<file path="src/rtl/ula_b_ctrl_fsm.sv">
// ula_b_ctrl_fsm: multicycle control FSM for the shared ALU datapath.
// Optional overflow trap on add/sub/addi enabled by defining OVFL_TRAP_EN.
module ula_b_ctrl_fsm #(
  parameter int MEM_WAIT = 1
) (
  input  logic       clk,
  input  logic       reset,
  input  logic [5:0] opcode,
  input  logic [5:0] funct,
  input  logic       zero,
  input  logic       overflow,
  output logic       pc_write,
  output logic       pc_write_cond,
  output logic       pc_src,
  output logic       ir_write,
  output logic       mem_read,
  output logic       mem_write,
  output logic       i_or_d,
  output logic       reg_write,
  output logic       reg_dst,
  output logic       mem_to_reg,
  output logic       alu_src_a,
  output logic [1:0] alu_src_b,
  output logic [2:0] alu_op,
  output logic [3:0] state_out,
  output logic       exception
);
  typedef enum logic [3:0] {
    START    = 4'd0,
    FETCH    = 4'd1,
    DECODE   = 4'd2,
    EXEC_R   = 4'd3,
    WB_R     = 4'd4,
    EXEC_I   = 4'd5,
    WB_I     = 4'd6,
    MEM_ADDR = 4'd7,
    MEM_RD   = 4'd8,
    MEM_WB   = 4'd9,
    MEM_WR   = 4'd10,
    BRANCH   = 4'd11,
    EXCEPT   = 4'd15
  } state_t;
  localparam logic [2:0] MW = 3'(MEM_WAIT);
  state_t state, nxt;
  logic [2:0] cnt;
  logic last, r_ok, add_sub, trap;
  logic [2:0] r_op;
  logic unused_ok;
  assign unused_ok = ^{zero, overflow};
  assign last = cnt == MW;
  assign add_sub = funct == 6'h20 || funct == 6'h22;
  assign r_op = funct == 6'h20 ? 3'b001 :
                funct == 6'h22 ? 3'b010 :
                funct == 6'h24 ? 3'b011 :
                funct == 6'h25 ? 3'b100 :
                funct == 6'h2A ? 3'b111 : 3'b000;
  assign r_ok = r_op != 3'b000;
`ifdef OVFL_TRAP_EN
  assign trap = overflow;
`else
  assign trap = 1'b0;
`endif
  always_ff @(posedge clk or negedge reset)
    if (!reset) begin
      state <= START;
      cnt   <= 3'd0;
    end else begin
      state <= nxt;
      cnt   <= (nxt == state && (state == FETCH || state == MEM_RD)) ? cnt + 3'd1 : 3'd0;
    end
  always_comb begin
    nxt = EXCEPT;
    case (state)
      START:    nxt = FETCH;
      FETCH:    nxt = last ? DECODE : FETCH;
      DECODE:   nxt = opcode == 6'h00 ? (r_ok ? EXEC_R : EXCEPT) :
                      opcode == 6'h08 ? EXEC_I :
                      (opcode == 6'h23 || opcode == 6'h2B) ? MEM_ADDR :
                      opcode == 6'h04 ? BRANCH : EXCEPT;
      EXEC_R:   nxt = (trap && add_sub) ? EXCEPT : WB_R;
      EXEC_I:   nxt = trap ? EXCEPT : WB_I;
      MEM_ADDR: nxt = opcode == 6'h2B ? MEM_WR : MEM_RD;
      MEM_RD:   nxt = last ? MEM_WB : MEM_RD;
      WB_R, WB_I, MEM_WB, MEM_WR, BRANCH: nxt = FETCH;
      default:  nxt = EXCEPT;
    endcase
  end
  always_comb begin
    pc_write      = 1'b0;
    pc_write_cond = 1'b0;
    pc_src        = 1'b0;
    ir_write      = 1'b0;
    mem_read      = 1'b0;
    mem_write     = 1'b0;
    i_or_d        = 1'b0;
    reg_write     = 1'b0;
    reg_dst       = 1'b0;
    mem_to_reg    = 1'b0;
    alu_src_a     = 1'b0;
    alu_src_b     = 2'b00;
    alu_op        = 3'b000;
    exception     = 1'b0;
    case (state)
      FETCH: begin
        mem_read  = 1'b1;
        ir_write  = last;
        pc_write  = last;
        alu_src_b = last ? 2'b11 : 2'b00;
        alu_op    = last ? 3'b001 : 3'b000;
      end
      DECODE: begin
        alu_src_b = 2'b10;
        alu_op    = 3'b001;
      end
      EXEC_R: begin
        alu_src_a = 1'b1;
        alu_op    = r_op;
      end
      WB_R: begin
        reg_write = 1'b1;
        reg_dst   = 1'b1;
      end
      EXEC_I, MEM_ADDR: begin
        alu_src_a = 1'b1;
        alu_src_b = 2'b01;
        alu_op    = 3'b001;
      end
      WB_I: reg_write = 1'b1;
      MEM_RD: begin
        mem_read = 1'b1;
        i_or_d   = 1'b1;
      end
      MEM_WB: begin
        reg_write  = 1'b1;
        mem_to_reg = 1'b1;
      end
      MEM_WR: begin
        mem_write = 1'b1;
        i_or_d    = 1'b1;
      end
      BRANCH: begin
        alu_src_a     = 1'b1;
        alu_op        = 3'b010;
        pc_write_cond = 1'b1;
        pc_src        = 1'b1;
      end
      EXCEPT: exception = 1'b1;
      default: ;
    endcase
  end
  assign state_out = state;
endmodule

</file>
<file path="config.mk">
export PLATFORM = sky130hd
export DESIGN_NAME = ula_b_ctrl_fsm
export DESIGN_NICKNAME = d
export VERILOG_FILES = /design/src/rtl/ula_b_ctrl_fsm.sv
export SDC_FILE = /design/constraint.sdc
export NUM_CORES = 1
export LEC_CHECK = 0
export ABC_AREA = 1
export CORE_UTILIZATION = 35
export CTS_CLUSTER_DIAMETER = 100
export CTS_CLUSTER_SIZE = 28
export DETAILED_ROUTE_END_ITERATION = 12
export HOLD_SLACK_MARGIN = 0.12
export PLACE_DENSITY_LB_ADDON = 0.1
export SLEW_MARGIN = 40
export SYNTH_ARGS = -nofsm -noshare
export SYNTH_HDL_FRONTEND = slang
export SYNTH_SLANG_ARGS = --single-unit
</file>
<file path="constraint.sdc">
create_clock -name clk -period 2.1 [get_ports clk]
set_clock_uncertainty 0.2 [all_clocks]
set_input_delay 0.42 -clock clk [delete_from_list [all_inputs] [get_ports clk]]
set_output_delay 0.42 -clock clk [all_outputs]
set_load 0.01 [all_outputs]
</file>
==> flow_metrics.env <==
export IMPL_vias=1059
export IMPL_cts_hold_buffers=0
export IMPL_place_ws_ns=-0.659
export IMPL_internal_power_w=0.000234
export IMPL_synthesis_area_um2=713
export IMPL_drive_gt1_share_pct=44.0
export IMPL_clockBufferDepth=2
export IMPL_place_gp_congestion=0.829
export IMPL_finalNonFillerCells=218
export IMPL_cp_slowest_cell="clkdlybuf4s15_1"
export IMPL_viasPerCell=4.86
export IMPL_synth_top_area_cell="dfrtp_1"
export IMPL_die_area_um2=2220
export IMPL_met1_length_mm=1.10
export IMPL_max_freq_mhz=481
export IMPL_io_pins=37
export IMPL_finalHoldViolCount=0
export IMPL_path_cells="clkdlybuf4s15_1 -> inv_2 -> nor2_4 -> nand3_2 -> buf_6 -> buf_4 -> nand3_1 -> a21oi_1 -> buf_2"
export IMPL_outcome="finished, final reports clean"
export IMPL_maxCapViolCount=0
export IMPL_cp_end_kind="output port"
export IMPL_slew_limit_headroom_pct=77.8
export IMPL_period_share_pct=99.1
export IMPL_grt_setup_unrepaired="yes"
export IMPL_leakage_nw=0.709
export IMPL_synth_area_leaders="dfrtp_1 (25%), nand2_1 (17%), nor2_1 (12%), inv_1 (8.4%), nand4_1 (4.4%)"
export IMPL_wl_met3_um=149
export IMPL_h_tree_depth=1
export IMPL_drt_wl_total_mm=2.75
export IMPL_rows=15
export IMPL_placed_cells=200
export IMPL_yosys_warnings=0
export IMPL_power_frac_clock_pct=38.3
export IMPL_p_seq_share_pct=44.6
export IMPL_tightestPinTransition_ns=0.331
export IMPL_setup_viol=0
export IMPL_setup_worst_path_class="in2out"
export IMPL_maxSlewViolCount=0
export IMPL_clkSinkCount=7
export IMPL_final_core_util_pct=75.8
export IMPL_drt_iter0_drc=24
export IMPL_r2r_end="cnt[0]"
export IMPL_grt_max_degree=8
export IMPL_cp_max_fo=3
export IMPL_cp_start_kind="primary input"
export IMPL_period_needed_ns=2.08
export IMPL_reg2reg_slack_ns=0.30
export IMPL_cp_num_buf_inv=5
export IMPL_port_buffer_count=34
export IMPL_insertion_delay_ns=0.24
export IMPL_clk_pin_slew_worst_paths_ns=0.05
export IMPL_ant_nets=0
export IMPL_overflow=0
export IMPL_required_ns=1.48
export IMPL_start_util_pct=39.2
export IMPL_crit_family="buffers and inverters"
export IMPL_cp_arrival_ns=1.46
export IMPL_synth_top_area_share_pct=24.6
export IMPL_drt_wirelength_per_cell_um=12.6
export IMPL_rr_startpoint="state_out[2]"
export IMPL_ir_drop_mv=0.250
export IMPL_avgSynthCellArea_um2=5.89
export IMPL_stdcell_area_um2=1380
export IMPL_synthCells=121
export IMPL_yosysSeqAreaShare_pct=24.6
export IMPL_die_height_um=47.1
export IMPL_endpoint="alu_op[2]"
export IMPL_critical_path_startpoint="funct[2]"
export IMPL_dp_hpwl_mm=1.74
export IMPL_grt_pass1_wl_mm=4.22
export IMPL_pwr_density_cell_nw_per_um2=220
export IMPL_p_switching_w=0.0000695
export IMPL_placed_cell_area_um2=1230
export IMPL_top_layer="met4"
export IMPL_cts_root_buf="clkbuf_4"
export IMPL_fillCellCount=140
export IMPL_final_common_cell="buf_4"
export IMPL_hold_path_class="in2async"
export IMPL_final_cell_mix="buf_4 (35), nand2_1 (28), nor2_1 (18)"
export IMPL_swShare_pct=22.9
export IMPL_first_global_vias=1030
export IMPL_area_growth_pct=93.5
export IMPL_grt_total_usage_pct=26.6
export IMPL_critPathMaxStageDelay_ns=0.23
export IMPL_final_setup_worst_slack_ns=0.0193
export IMPL_wl_met2_mm=1.43
export IMPL_p_comb_share_pct=17.1
export IMPL_final_nets=212
export IMPL_drt_first_pass_iters=4
export IMPL_cts_tree="yes"
export IMPL_syn_nets=139
export IMPL_numCtsBuffers=3
export IMPL_drc_errors=0
export IMPL_ys_types=21
export IMPL_diodes=0
export IMPL_ys_seq_elements=7
export IMPL_core_region_area_um2=1820
export IMPL_antenna_found_initial=0
export IMPL_cp_depth=9
export IMPL_die_w_um=47.1
export IMPL_r2r_cells=9
worst min path at each step:
stage | to | depth (start not counted) | slack, ns
2_1_floorplan | cnt[0] | 0 | -0.08
3_3_place_gp | cnt[0] | 2 | 0.31
3_5_place_dp | cnt[0] | 2 | 0.32
4_1_cts | cnt[2] | 1 | 0.24
5_1_grt | state_out[0] | 1 | 0.25
6_report | state_out[3] | 1 | 0.24
per-stage QoR:
stage               hold WS [ns]  power (W)  setup TNS, ns
floorplan                -0.0756   0.000150              0
global placement           0.313   0.000182          -1.76
detailed placement         0.325   0.000183          -1.91
CTS                        0.242   0.000305        -0.0194
global route               0.249   0.000325         -0.136
finish                     0.244   0.000303              0
metal layers:
layer / GRT usage [%] / vias up
met5: 0 / -
met4: 14.9 / 0
met3: 4.23 / 8
met2: 45.8 / 41
met1: 31.4 / 481
li1: - / 529
cell usage after synthesis (all sizes together):
master	count
nand2	36
nor2	28
inv	21
dfrtp	7
nand3	7
nand4	5
nor3	3
o21ai	3
a21oi	2
a41oi	2
buf	2
ha	2
nor4	1
o211ai	1
xnor2	1
flip-flops by register name, summed over array words and instances (netlist names):
signal     cells
state_out      4
cnt            3
repair_timing:
action,4_1_cts,5_1_grt
pin swaps,10,8
endpoints found under the setup margin,17,13
resized for setup,53,31
buffers inserted,12,2
cell families (layout without fill, tap and decap cells):
family	Yosys count	in the layout	synth area share, %
AOI/OAI and AO/OA	8	8	7.02
DFF	7	7	24.6
adders and majority gates	2	2	3.51
buffers and inverters	23	95	13.2
and+or+nand+nor	80	80	50.5
xor gates and xnor gates	1	1	1.23
power groups by stage:
stage / Combinational [W] / Clock (W) / Sequential (W)
2_1_floorplan: 0.0000124 / 0 / 0.000137
3_3_place_gp: 0.0000445 / 0 / 0.000137
3_5_place_dp: 0.0000458 / 0 / 0.000137
4_1_cts: 0.0000489 / 0.000121 / 0.000135
5_1_grt: 0.0000569 / 0.000133 / 0.000135
6_report: 0.0000519 / 0.000116 / 0.000135
layout make-up:
cell class	count	area, um2	share of cell area [%]
inverters	21	78.8	5.71
well taps	25	31.3	2.27
clock buffers	4	26.3	1.90
multi-input cells	91	520	37.7
repair buffers	70	547	39.6
flip-flops and latches	7	176	12.8
(Power assumes the default switching activity.)
